File: src/rtl/add_stim_pkg.sv
// Shared types and constants for the adder stimulus driver: FSM states, operand modes,
// LFSR tap masks and the full-width expected-sum helper.
package add_stim_pkg;

    typedef enum logic [1:0] {
        StIdle  = 2'd0,
        StRun   = 2'd1,
        StDrain = 2'd2,
        StDone  = 2'd3
    } state_e;

    typedef enum logic {
        ModeCount = 1'b0,
        ModeLfsr  = 1'b1
    } mode_e;

    // Fibonacci tap masks: bit n-1 set for tap n.
    localparam logic [7:0]  LfsrTaps8  = 8'hB8;   // taps 8,6,5,4
    localparam logic [15:0] LfsrTaps16 = 16'hD008; // taps 16,15,13,4

    function automatic logic [15:0] lfsr_taps(int unsigned width);
        return (width == 4) ? {8'h00, LfsrTaps8} : LfsrTaps16;
    endfunction

    function automatic logic [8:0] exp_sum(logic [7:0] x, logic [7:0] y);
        return {1'b0, x} + {1'b0, y};
    endfunction

endpackage

File: src/rtl/add_stim_driver_if.sv
// Operand/sum bus between the stimulus driver (master) and the registered adder (slave).
interface add_stim_driver_if #(
    parameter int unsigned WIDTH = 4
) ();
    logic [WIDTH-1:0] a;
    logic [WIDTH-1:0] b;
    logic [WIDTH:0]   sum;

    modport master (output a, output b, input sum);
    modport slave  (input a, input b, output sum);
endinterface

File: src/rtl/add_stim_lfsr.sv
// Seedable Fibonacci LFSR; value shows the seed in the load cycle so a launch can use it
// at the same edge the register advances past it.
module add_stim_lfsr #(
    parameter int unsigned   LW   = 8,
    parameter logic [LW-1:0] TAPS = 8'hB8,
    parameter logic [LW-1:0] SEED = 8'hA5
) (
    input  logic          clk,
    input  logic          rst_n,
    input  logic          load,
    input  logic          en,
    output logic [LW-1:0] value
);

    logic [LW-1:0] lfsr_q;

    always_comb value = load ? SEED : lfsr_q;

    always_ff @(posedge clk or negedge rst_n) begin
        if (!rst_n) begin
            lfsr_q <= SEED;
        end else if (en) begin
            lfsr_q <= {value[LW-2:0], ^(value & TAPS)};
        end else if (load) begin
            lfsr_q <= SEED;
        end
    end

endmodule

File: src/rtl/add_stim_driver.sv
// Self-test initiator: launches NUM_TXN operand pairs into a registered adder, checks each
// sum two edges later and reports mismatch count, first failing pair and pass/done levels.
module add_stim_driver
    import add_stim_pkg::*;
#(
    parameter int unsigned WIDTH     = 4,
    parameter int unsigned NUM_TXN   = 16,
    parameter logic [15:0] LFSR_SEED = 16'h00A5
) (
    input  logic               clk,
    input  logic               rst_n,
    input  logic               start,
    input  logic               mode,
    add_stim_driver_if.master  bus,
    output logic               busy,
    output logic               done,
    output logic               pass,
    output logic [7:0]         err_cnt,
    output logic [WIDTH:0]     fail_exp,
    output logic [WIDTH:0]     fail_got
);

    localparam int unsigned     LW       = 2 * WIDTH;
    localparam logic [15:0]     TapsFull = lfsr_taps(WIDTH);
    localparam logic [LW-1:0]   Taps     = TapsFull[LW-1:0];
    localparam logic [LW-1:0]   Seed     = LFSR_SEED[LW-1:0];
    localparam logic [7:0]      LastIdx  = 8'(NUM_TXN - 1);

    state_e           state_q, state_d;
    mode_e            mode_q, cur_mode;
    logic [7:0]       idx_q, cur_idx;
    logic [WIDTH-1:0] a_q, b_q, op_a, op_b;
    logic             v1_q, v2_q;
    logic [WIDTH:0]   e1_q, e2_q, op_exp;
    logic [8:0]       exp_full;
    logic [7:0]       err_q, err_d;
    logic [WIDTH:0]   fexp_q, fgot_q;
    logic             busy_q, done_q, pass_q;
    logic             start_ok, launch, last_launch, mismatch, first_miss;
    logic [LW-1:0]    lfsr_cur;

    add_stim_lfsr #(
        .LW   (LW),
        .TAPS (Taps),
        .SEED (Seed)
    ) u_lfsr (
        .clk   (clk),
        .rst_n (rst_n),
        .load  (start_ok),
        .en    (launch && (cur_mode == ModeLfsr)),
        .value (lfsr_cur)
    );

    // A start edge launches pair 0 immediately, so mode and index bypass their registers.
    always_comb begin
        start_ok    = start && ((state_q == StIdle) || (state_q == StDone));
        launch      = start_ok || (state_q == StRun);
        cur_idx     = start_ok ? 8'd0 : idx_q;
        cur_mode    = start_ok ? mode_e'(mode) : mode_q;
        last_launch = launch && (cur_idx == LastIdx);
        if (cur_mode == ModeLfsr) begin
            op_a = lfsr_cur[WIDTH-1:0];
            op_b = lfsr_cur[LW-1:WIDTH];
        end else begin
            op_a = cur_idx[WIDTH-1:0];
            op_b = cur_idx[WIDTH-1:0] + WIDTH'(5);
        end
        exp_full = exp_sum(8'(op_a), 8'(op_b));
        op_exp   = exp_full[WIDTH:0];
    end

    always_comb begin
        mismatch   = v2_q && (bus.sum != e2_q);
        first_miss = mismatch && (err_q == 8'd0);
        err_d      = err_q;
        if (start_ok) begin
            err_d = 8'd0;
        end else if (mismatch && (err_q != 8'hFF)) begin
            err_d = err_q + 8'd1;
        end
    end

    always_comb begin
        state_d = state_q;
        unique case (state_q)
            StIdle, StDone: if (start_ok) state_d = last_launch ? StDrain : StRun;
            StRun:          if (last_launch) state_d = StDrain;
            // Nothing launches in DRAIN, so an empty stage 1 means both stages empty next.
            StDrain:        if (!v1_q) state_d = StDone;
            default:        state_d = StIdle;
        endcase
    end

    always_ff @(posedge clk or negedge rst_n) begin
        if (!rst_n) begin
            state_q <= StIdle;
            mode_q  <= ModeCount;
            idx_q   <= 8'd0;
            a_q     <= '0;
            b_q     <= '0;
            v1_q    <= 1'b0;
            v2_q    <= 1'b0;
            e1_q    <= '0;
            e2_q    <= '0;
            err_q   <= 8'd0;
            fexp_q  <= '0;
            fgot_q  <= '0;
            busy_q  <= 1'b0;
            done_q  <= 1'b0;
            pass_q  <= 1'b0;
        end else begin
            state_q <= state_d;
            if (start_ok) begin
                mode_q <= mode_e'(mode);
                fexp_q <= '0;
                fgot_q <= '0;
            end else if (first_miss) begin
                fexp_q <= e2_q;
                fgot_q <= bus.sum;
            end
            if (launch) begin
                idx_q <= cur_idx + 8'd1;
                a_q   <= op_a;
                b_q   <= op_b;
                e1_q  <= op_exp;
            end
            v1_q   <= launch;
            v2_q   <= start_ok ? 1'b0 : v1_q;
            e2_q   <= e1_q;
            err_q  <= err_d;
            busy_q <= (state_d == StRun) || (state_d == StDrain);
            done_q <= (state_d == StDone);
            pass_q <= (state_d == StDone) && (err_d == 8'd0);
        end
    end

    assign bus.a    = a_q;
    assign bus.b    = b_q;
    assign busy     = busy_q;
    assign done     = done_q;
    assign pass     = pass_q;
    assign err_cnt  = err_q;
    assign fail_exp = fexp_q;
    assign fail_got = fgot_q;

endmodule

File: src/flat_wrapper.sv
// flat-port wrapper written by rule: the top's interface ports become plain ports
module add_stim_driver_flat import add_stim_pkg::*;
#(
    parameter int unsigned WIDTH     = 4,
    parameter int unsigned NUM_TXN   = 16,
    parameter logic [15:0] LFSR_SEED = 16'h00A5
)
  (clk, rst_n, start, mode, busy, done, pass, err_cnt, fail_exp, fail_got, bus_a, bus_b, bus_sum);
  add_stim_driver_if #(.WIDTH(WIDTH)) bus_i ();
  input  logic clk;
  input  logic rst_n;
  input  logic start;
  input  logic mode;
  output logic busy;
  output logic done;
  output logic pass;
  output logic [7:0] err_cnt;
  output logic [WIDTH:0] fail_exp;
  output logic [WIDTH:0] fail_got;
  output wire logic [$bits(bus_i.a)-1:0] bus_a;
  output wire logic [$bits(bus_i.b)-1:0] bus_b;
  input wire logic [$bits(bus_i.sum)-1:0] bus_sum;
  assign bus_a = bus_i.a;
  assign bus_b = bus_i.b;
  assign bus_i.sum = bus_sum;
  add_stim_driver #(.WIDTH(WIDTH), .NUM_TXN(NUM_TXN), .LFSR_SEED(LFSR_SEED)) u_core (.clk(clk), .rst_n(rst_n), .start(start), .mode(mode), .bus(bus_i), .busy(busy), .done(done), .pass(pass), .err_cnt(err_cnt), .fail_exp(fail_exp), .fail_got(fail_got));
endmodule
File: config.mk
export PLATFORM = sky130hd
export DESIGN_NAME = add_stim_driver_flat
export DESIGN_NICKNAME = d
export VERILOG_FILES = /design/src/rtl/add_stim_pkg.sv /design/src/rtl/add_stim_driver_if.sv /design/src/rtl/add_stim_lfsr.sv /design/src/rtl/add_stim_driver.sv /design/src/flat_wrapper.sv
export SDC_FILE = /design/constraint.sdc
export NUM_CORES = 1
export LEC_CHECK = 0
export CAP_MARGIN = 10
export CORE_ASPECT_RATIO = 2
export CORE_MARGIN = 3
export CORE_UTILIZATION = 35
export CTS_CLUSTER_SIZE = 10
export DETAILED_ROUTE_END_ITERATION = 12
export PLACE_DENSITY = 0.62
export SLEW_MARGIN = 5
export SYNTH_ARGS = -nofsm -noshare
export SYNTH_HDL_FRONTEND = slang
export SYNTH_SLANG_ARGS = --single-unit
File: constraint.sdc
create_clock -name clk -period 3.7 [get_ports clk]
set_input_delay 0.74 -clock clk [delete_from_list [all_inputs] [get_ports clk]]
set_output_delay 0.74 -clock clk [all_outputs]
set_load 0.03 [all_outputs]
==> results.py, run 1 <==
metrics = {
    "clocking": {
        "cts_hold_buf": 0,
        "cts_buffers": 9,
        "cts_buffer_depth": 2,
        "cts_sinks": 60,
        "cts_tree": "built",
        "path_clk_slew_ns": 0.05,
        "h-tree-depth": 3,
        "cts-resized-gates": 0,
        "cts_setup_buffers": 0,
        "clk-insertion-delay-late_ns": 0.32,
        "root_buffer": "clkbuf_16",
    },
    "floorplanning": {
        "dieWidth_microns": 71.24,
        "boundaryPins": 38,
        "rows": 47,
        "coreArea_sq_um": 8292,
        "initial_core_util_pct": 35.93,
        "die_area_sq_um": 9722,
        "die_y_microns": 136.5,
    },
    "sta": {
        "timing.fmax_mhz": 338.2,
        "rsz0062_at_grt": "no",
        "drv_slew": 0,
        "finClkSkew_ns": 0.003841,
        "setup_tns_ns": 0,
        "worst_slack_ns": 0.7436,
        "finalCritPeriodShare_pct": 79.90,
        "slew_headroom_pct": 51.04,
        "tightest_slew_ns": 0.7288,
        "setup_violations": 0,
        "hold_violations": 0,
        "post-route-min-period_ns": 2.956,
    },
    "yosys": {
        "ys_seq_area_share_pct": 50.57,
        "synth_area_leaders": "dfrtp_1, nor2_1, mux2i_1",
        "ys_warn_count": 0,
        "yosysTopAreaCellShare_pct": 47.04,
        "postSynth.asyncResetShare_pct": 100.0,
        "synth_common_cells": "dfrtp_1, nor2_1, nand2_1, o21ai_0, xor2_1",
        "syn_inst": 290,
        "yosysMostFrequentCell": "dfrtp_1",
        "ys.flop_type": "dfrtp_1",
        "synth_seq_cells": 60,
        "syn_avg_cell_area_sq_um": 10.27,
        "synth_top_area_cell": "dfrtp_1",
        "synth-edff-count": 0,
        "syn-num-nets": 310,
        "syn_area_sq_um": 2979,
        "ys_types": 48,
    },
    "placed_design": {
        "gp_congestion": 0.8115,
        "dp_slack_ns": 0.4025,
        "dp_hpwl_microns": 5072,
        "portBuffers": 37,
    },
    "setup_path": {
        "path_cells": "clkdlybuf4s50_1, and2_1, nor2_1, ha_1, nand4_1, nor3_1, o21bai_1, a21oi_1, ha_1, inv_1, a311o_1, nor4_2",
        "start_kind": "input pin",
        "critical_path_peak_fanout": 6,
        "critPathCapture": "u_core.pass",
        "r2r_start": "u_core.state_q[0]",
        "cp-end-kind": "flop",
        "r2r-end": "u_core.pass",
        "worstRegToRegCells": 13,
        "critPathRequiredTime_ns": 3.93,
        "setup.worst_path.class": "in2reg",
        "startpoint": "start",
        "cp.arrival_ns": 3.19,
        "crit_top_cell": "ha_1",
        "worst_path_max_delay_cell": "clkdlybuf4s50_1",
        "reg2reg_slack_ns": 0.82,
        "max_stage_delay_ns": 0.44,
    },
    "power": {
        "leakagePower_nw": 1.662,
        "ir_drop_uv": 468.3,
        "power_density_nw_per_um2": 974.1,
    },
    "global_route": {
        "grt_max_degree": 40,
        "grt_overflow": 0,
        "grt_pass1_vias": 2332,
        "grt_pass1_wl_microns": 11250,
        "grtUsageTotal_pct": 15.29,
        "grt_antenna_before_repair": 0,
    },
    "run_status": {
        "status": "finished clean",
    },
    "routing": {
        "drt_wl_total_microns": 6855,
        "dr.pass1.iters": 4,
        "wl_per_cell_microns": 15.76,
        "route.vias.total": 2252,
        "drc": 0,
        "drtIter0Drc": 118,
        "vias_per_cell": 5.177,
        "ant_nets": 0,
    },
    "cells_and_area": {
        "multi_input_area_sq_um": 1375,
        "fillers": 800,
        "drive_gt1_share_pct": 11.57,
        "register_area_sq_um": 1506,
        "n_antenna_cell": 0,
        "area_growth_pct": 25.58,
        "fin_nets": 352,
    },
    "flow_run": {
        "drv_cap": 0,
    },
    "hold_path": {
        "hold_class": "reg2reg",
    },
}
stage by stage:
| step | utilization (%) | area (sq um) | total power, W | hold WS, ns | instances |
|---|---|---|---|---|---|
| final | 45.12 | 3741 | 0.003644 | 0.3752 | 435 |
| after floorplan | - | 2979 | 0.002305 | 0.3486 | 290 |
| after detailed placement | 41.63 | 3452 | 0.002858 | 0.3688 | 419 |
| after global placement | 41.63 | 3452 | 0.002831 | 0.3620 | 419 |
| after global routing | 45.12 | 3741 | 0.003897 | 0.3901 | 435 |
| after CTS | 45.12 | 3741 | 0.003691 | 0.3794 | 435 |
logic make-up after synthesis:
family                     share of synthesized area, %
xor gates and xnor gates                          5.586
and+or+nand+nor                                   17.22
muxes                                             7.392
AOI/OAI and AO/OA                                 11.09
DFF                                               50.57
buffers and inverters                             3.275
adders and majority gates                         4.872
sequential cells by signal (all words and copies together), names as in the netlist, 5 cells and up:
name,flops
u_core.err_cnt,8
u_core.idx_q,8
u_core.fail_exp,5
u_core.e2_q,5
u_core.u_lfsr.lfsr_q,8
u_core.e1_q,5
u_core.fail_got,5
how the worst min path moves through the flow:
stage,slack [ns],cells after the start,to,startpoint
2_1_floorplan,0.35,0,u_core.e2_q[0],u_core.e1_q[0]
3_3_place_gp,0.36,0,u_core.e2_q[3],u_core.e1_q[3]
3_5_place_dp,0.37,0,u_core.e2_q[0],u_core.e1_q[0]
4_1_cts,0.38,0,u_core.e2_q[3],u_core.e1_q[3]
5_1_grt,0.39,0,u_core.e2_q[3],u_core.e1_q[3]
6_report,0.38,0,u_core.e2_q[3],u_core.e1_q[3]
critical path, delay by kind of cell:
kind,cells,cell delay (ns)
adders and majority gates,2,0.48
buffers and inverters,2,0.49
and+or+nand+nor,5,0.90
AOI/OAI and AO/OA,3,0.59
layout by cell type, fill, tap and decap left out, types with 9 or more instances in the layout:
master / n
o21ai_0: 15
clkbuf_16: 9
xor2_1: 14
nor2_1: 40
nand2_1: 25
dfrtp_1: 56
inv_1: 9
clkdlybuf4s50_1: 36
a21oi_1: 12
ha_1: 10
mux2i_1: 13
layer usage:
metal	part of all wire, %	track usage, %	up-vias
met4	3.1	7.950	0
met1	36	14.63	1108
met5	0	0	-
met3	2.9	4.441	13
met2	58	28.53	38
li1	-	-	1093
power breakdown:
group	switching [W]	total [W]	internal, W
clock network	0.000273	0.000811	0.000538
registers	0.000209	0.00115	0.000936
logic	0.000964	0.00169	0.000724
total	0.00145	0.00364	0.00220
area by class of cell:
cell class | instances | share of cell area (%)
sequential | 60 | 40.27
multi-input combinational | 208 | 36.76
timing repair buffer | 43 | 10.97
clock buffer | 14 | 6.789
tap | 98 | 3.278
inverter | 10 | 1.003
clock inverter | 2 | 0.9365
(Power assumes the default switching activity.)
==> run 2: changes to the inputs <==
==> constraint.sdc (replaced) <==
create_clock -name clk -period 2.95 [get_ports clk]
set_input_delay 0.59 -clock clk [delete_from_list [all_inputs] [get_ports clk]]
set_output_delay 0.59 -clock clk [all_outputs]
set_load 0.03 [all_outputs]
==> run 2 against run 1 <==
Clock-buffer cell count fell by 4. Sequential power increased by 25%. Final cell count is 2.8% higher. Largest cell class unchanged. First-iteration DRC count decreased by 4.2%. Die area did not move. Design area up 3.2%. Sequential share of layout area shrank 1.2 points. Core utilization rose by 1.4 points.
==> results.py, run 2 (synthesized netlist as in run 1, its figures left out) <==
metrics = {
    "run_status": {
        "status": "finished clean",
    },
    "sta": {
        "finClkSkew_ns": 0.006252,
        "post-route-min-period_ns": 2.648,
        "drv_slew": 0,
        "setup_violations": 0,
        "rsz0062_at_grt": "no",
        "tightest_slew_ns": 0.7724,
        "worst_slack_ns": 0.3020,
        "hold_violations": 0,
        "slew_headroom_pct": 48.51,
        "finalCritPeriodShare_pct": 89.76,
        "timing.fmax_mhz": 377.7,
        "setup_tns_ns": 0,
    },
    "setup_path": {
        "path_delay_family": "adder cells",
        "critPathRequiredTime_ns": 3.16,
        "cp.arrival_ns": 2.86,
        "start_kind": "flop",
        "worst_path_max_delay_cell": "dfrtp_1",
        "setup.worst_path.class": "reg2reg",
        "cp-end-kind": "flop",
        "path_cells": "inv_1, ha_1, nand2_1, and2_1, ha_2, nand2_1, nor2_1, a21oi_1, o22ai_1, ha_1, a21oi_1, xor2_1, o21ai_0",
        "critical_path_peak_fanout": 6,
        "max_stage_delay_ns": 0.39,
        "worst-path-buf-inv": 1,
    },
    "floorplanning": {
        "boundaryPins": 38,
        "die_area_sq_um": 9722,
        "coreArea_sq_um": 8292,
        "rows": 47,
        "die_y_microns": 136.5,
        "initial_core_util_pct": 35.93,
        "dieWidth_microns": 71.24,
    },
    "routing": {
        "drc": 0,
        "ant_nets": 0,
        "wl_per_cell_microns": 15.27,
        "vias_per_cell": 5.217,
        "drt_wl_total_microns": 6827,
        "route.vias.total": 2332,
        "drtIter0Drc": 113,
        "dr.pass1.iters": 4,
    },
    "clocking": {
        "root_buffer": "clkbuf_16",
        "cts_sinks": 60,
        "cts_buffers": 9,
        "path_clk_slew_ns": 0.05,
        "cts_tree": "built",
        "clk-insertion-delay-late_ns": 0.33,
        "h-tree-depth": 3,
        "cts_hold_buf": 0,
        "cts_setup_buffers": 0,
        "cts_buffer_depth": 2,
        "cts-resized-gates": 0,
    },
    "global_route": {
        "grt_max_degree": 61,
        "grt_pass1_vias": 2455,
        "grt_antenna_before_repair": 0,
        "grt_pass1_wl_microns": 11460,
        "grtUsageTotal_pct": 15.54,
        "grt_overflow": 0,
    },
    "cells_and_area": {
        "area_growth_pct": 29.57,
        "final_cell_mix": "dfrtp_1, nor2_1, clkdlybuf4s50_1",
        "n_antenna_cell": 0,
        "fin_nets": 364,
        "final_common_cell": "dfrtp_1",
        "drive_gt1_share_pct": 16.33,
        "fin_util_pct": 46.55,
    },
    "placed_design": {
        "dp_hpwl_microns": 5029,
        "dp_slack_ns": -0.02149,
        "portBuffers": 37,
        "gp_congestion": 0.8839,
    },
    "power": {
        "power_density_nw_per_um2": 1221,
        "leakagePower_nw": 1.722,
        "ir_drop_uv": 467.6,
    },
    "hold_path": {
        "hold_class": "reg2reg",
    },
    "flow_run": {
        "drv_cap": 0,
    },
}
==> run 2: path summary, 6_finish.rpt <==
kind                                    from                       to  slack, ns  cells past startpoint
min reg2reg                   u_core.e1_q[0]           u_core.e2_q[0]       0.37                      0
max                        u_core.state_q[0]           u_core.e1_q[3]       0.30                     13
min in group asynchronous              rst_n       u_core.fail_got[1]       0.41                      2
max reg2reg                u_core.state_q[0]           u_core.e1_q[3]       0.30                     13
max in group asynchronous              rst_n  u_core.u_lfsr.lfsr_q[3]       2.02                      2
min                           u_core.e1_q[0]           u_core.e2_q[0]       0.37                      0
==> run 2: per-layer routing <==
layer / global-route usage, % / vias to the layer above / share of wire [%]
li1: - / 1121 / -
met1: 15.16 / 1142 / 36
met2: 28.59 / 51 / 57
met3: 4.515 / 18 / 3.8
met4: 8.264 / 0 / 3.5
met5: 0 / - / 0
==> run 2: area by class of cell <==
class | count | area [sq um]
clock buffers | 10 | 229.0
clock inverters | 6 | 65.06
fillers | 798 | 4432
inverters | 10 | 37.54
multi-input cells | 208 | 1386
flip-flops and latches | 60 | 1506
well taps | 98 | 122.6
repair buffers | 55 | 513.0
==> run 2: power by group <==
group          internal [W]  switching, W  leakage [nW]
Clock              0.000651      0.000373         0.131
Combinational       0.00103       0.00123         0.834
Sequential          0.00117      0.000263         0.757
Total               0.00285       0.00186          1.72
==> run 2: metrics by stage <==
step | instance area (sq um) | cells | hold WS (ns) | power [W]
CTS | 3860 | 447 | 0.3777 | 0.004785
global route | 3860 | 447 | 0.3852 | 0.005061
global placement | 3566 | 431 | 0.3596 | 0.003680
detailed placement | 3566 | 431 | 0.3653 | 0.003727
finish | 3860 | 447 | 0.3742 | 0.004714
floorplan | 2993 | 290 | 0.2944 | 0.002910
==> run 3: changes to the inputs <==
--- a/config.mk
+++ b/config.mk
@@ -12,6 +12,7 @@
 export CTS_CLUSTER_SIZE = 10
 export DETAILED_ROUTE_END_ITERATION = 12
 export PLACE_DENSITY = 0.62
+export REMOVE_ABC_BUFFERS = 1
 export SLEW_MARGIN = 5
 export SYNTH_ARGS = -nofsm -noshare
 export SYNTH_HDL_FRONTEND = slang
==> run 3 against run 2 <==
Clock power rose by 11%. Sequential power barely moved. First-iteration DRC count rose by 7.1%. Critical endpoint is now u_core.e1_q[4]. Clock-buffer cell count fell by 1. Design area barely moved. Clock skew rose by 0.00072 ns. Wire length fell by 2.2%. Register-to-register slack got worse by 0.08 ns. Hold slack improved by 0.0039 ns.
==> results.py, run 3 (synthesized netlist as in run 1, its figures left out) <==
metrics = {
    "hold_path": {
        "hp-start": "u_core.e1_q[3]",
        "hold_class": "reg2reg",
    },
    "routing": {
        "met3_length_microns": 228,
        "drc": 0,
        "wl_per_cell_microns": 15.00,
        "dr.pass1.iters": 4,
        "ant_nets": 0,
        "drtIter0Drc": 121,
        "routed.top_layer": "met4",
        "drt_wl_total_microns": 6674,
        "wl_met2_microns": 3880,
        "met1Wirelength_microns": 2308,
        "route.vias.total": 2281,
        "vias_per_cell": 5.126,
    },
    "cells_and_area": {
        "fin_nets": 362,
        "n_antenna_cell": 0,
        "multi_input_area_sq_um": 1384,
        "final_common_cell": "dfrtp_1",
        "area_growth_pct": 29.61,
        "register_area_sq_um": 1506,
        "fin_util_pct": 46.57,
        "fillers": 760,
        "drive_gt1_share_pct": 15.85,
        "final_cell_mix": "dfrtp_1, nor2_1, clkdlybuf4s50_1",
        "stdcell_count": 445,
    },
    "floorplanning": {
        "coreArea_sq_um": 8292,
        "boundaryPins": 38,
        "die_area_sq_um": 9722,
        "rows": 47,
        "die_y_microns": 136.5,
        "initial_core_util_pct": 35.93,
        "dieWidth_microns": 71.24,
    },
    "clocking": {
        "cts_tree": "built",
        "cts_buffer_depth": 2,
        "clk-insertion-delay-late_ns": 0.33,
        "h-tree-depth": 3,
        "cts_hold_buf": 0,
        "cts_sinks": 60,
        "cts_buffers": 9,
        "path_clk_slew_ns": 0.06,
        "root_buffer": "clkbuf_16",
    },
    "global_route": {
        "grt_antenna_before_repair": 0,
        "grt_overflow": 0,
        "grt_max_degree": 42,
        "grt_pass1_wl_microns": 11100,
        "grtUsageTotal_pct": 14.82,
        "grt_pass1_vias": 2360,
    },
    "setup_path": {
        "critPathCapture": "u_core.e1_q[4]",
        "startpoint": "u_core.state_q[0]",
        "cp-end-kind": "flop",
        "path_cells": "inv_1, ha_1, nand2_1, buf_4, o21ai_0, o22ai_1, ha_1, inv_1, fa_1, nor2b_1, o21ai_0, a2bb2oi_1",
        "worstRegToRegCells": 12,
        "cp.arrival_ns": 2.98,
        "r2r-end": "u_core.e1_q[4]",
        "critical_path_peak_fanout": 19,
        "r2r_start": "u_core.state_q[0]",
        "worst_path_max_delay_cell": "dfrtp_1",
        "setup.worst_path.class": "reg2reg",
        "max_stage_delay_ns": 0.40,
        "start_kind": "flop",
        "critPathRequiredTime_ns": 3.20,
        "reg2reg_slack_ns": 0.22,
    },
    "placed_design": {
        "dp_hpwl_microns": 5053,
        "dp_slack_ns": -0.1104,
        "portBuffers": 37,
        "post-place-cells": 429,
        "gp_congestion": 0.8989,
    },
    "sta": {
        "tightest_slew_ns": 0.9138,
        "worst_slack_ns": 0.2220,
        "slew_headroom_pct": 39.08,
        "post-route-min-period_ns": 2.728,
        "drv_slew": 0,
        "rsz0062_at_grt": "no",
        "hold_violations": 0,
        "timing.fmax_mhz": 366.6,
        "finalCritPeriodShare_pct": 92.48,
        "setup_violations": 0,
        "finClkSkew_ns": 0.006970,
    },
    "power": {
        "power_density_nw_per_um2": 1228,
        "leakagePower_nw": 1.731,
        "ir_drop_uv": 416.7,
    },
    "run_status": {
        "status": "finished clean",
    },
    "flow_run": {
        "drv_cap": 0,
    },
}
-- run 3: cell type report --
class,instances,area share (%)
Clock inverter,7,2.592
Timing Repair Buffer,53,12.57
Multi-Input combinational cell,208,35.84
Sequential cell,60,39.01
Inverter,10,0.9721
Clock buffer,9,5.833
Tap cell,98,3.176
-- run 3: worst min-delay path by stage --
stage,end,slack [ns],depth (start not counted)
floorplan,u_core.bus.a[0],0.29,0
global placement,u_core.e2_q[3],0.36,0
detailed placement,u_core.e2_q[1],0.36,0
CTS,u_core.e2_q[1],0.38,0
global route,u_core.e2_q[0],0.39,0
finish,u_core.e2_q[3],0.38,0
-- run 3: timing repair --
item,CTS,global route
endpoints found under the setup margin,0,1
buffers inserted,0,0
gates resized for setup,0,2
-- run 3: critical path, delay by kind of cell (launching register included) --
| family | cells | cell delay [ns] |
|---|---|---|
| adders and majority gates | 3 | 0.98 |
| buffers and inverters | 3 | 0.34 |
| AOI/OAI and AO/OA | 4 | 0.69 |
| DFF | 1 | 0.40 |
| and+or+nand+nor | 2 | 0.24 |
-- run 3: power by group --
group / switching, W / total [W] / internal [W]
sequential: 0.000259 / 0.00143 / 0.00117
clock: 0.000386 / 0.00113 / 0.000744
combinational: 0.00120 / 0.00218 / 0.000983
-- run 3: metrics by stage --
step           total power (W)  area, sq um  TNS [ns]  hold slack (ns)
6_report              0.004742         3861         0           0.3781
3_5_place_dp          0.003658         3527   -0.1788           0.3639
5_1_grt               0.005084         3861         0           0.3872
2_1_floorplan         0.002843         2919   -0.3410           0.2944
4_1_cts               0.004814         3852         0           0.3751
3_3_place_gp          0.003612         3527         0           0.3595
-- run 3: metal layers --
metal | track usage, % | up-vias
met5 | 0 | -
met4 | 9.623 | 0
met3 | 2.665 | 19
met2 | 27.51 | 53
met1 | 14.47 | 1101
li1 | - | 1108
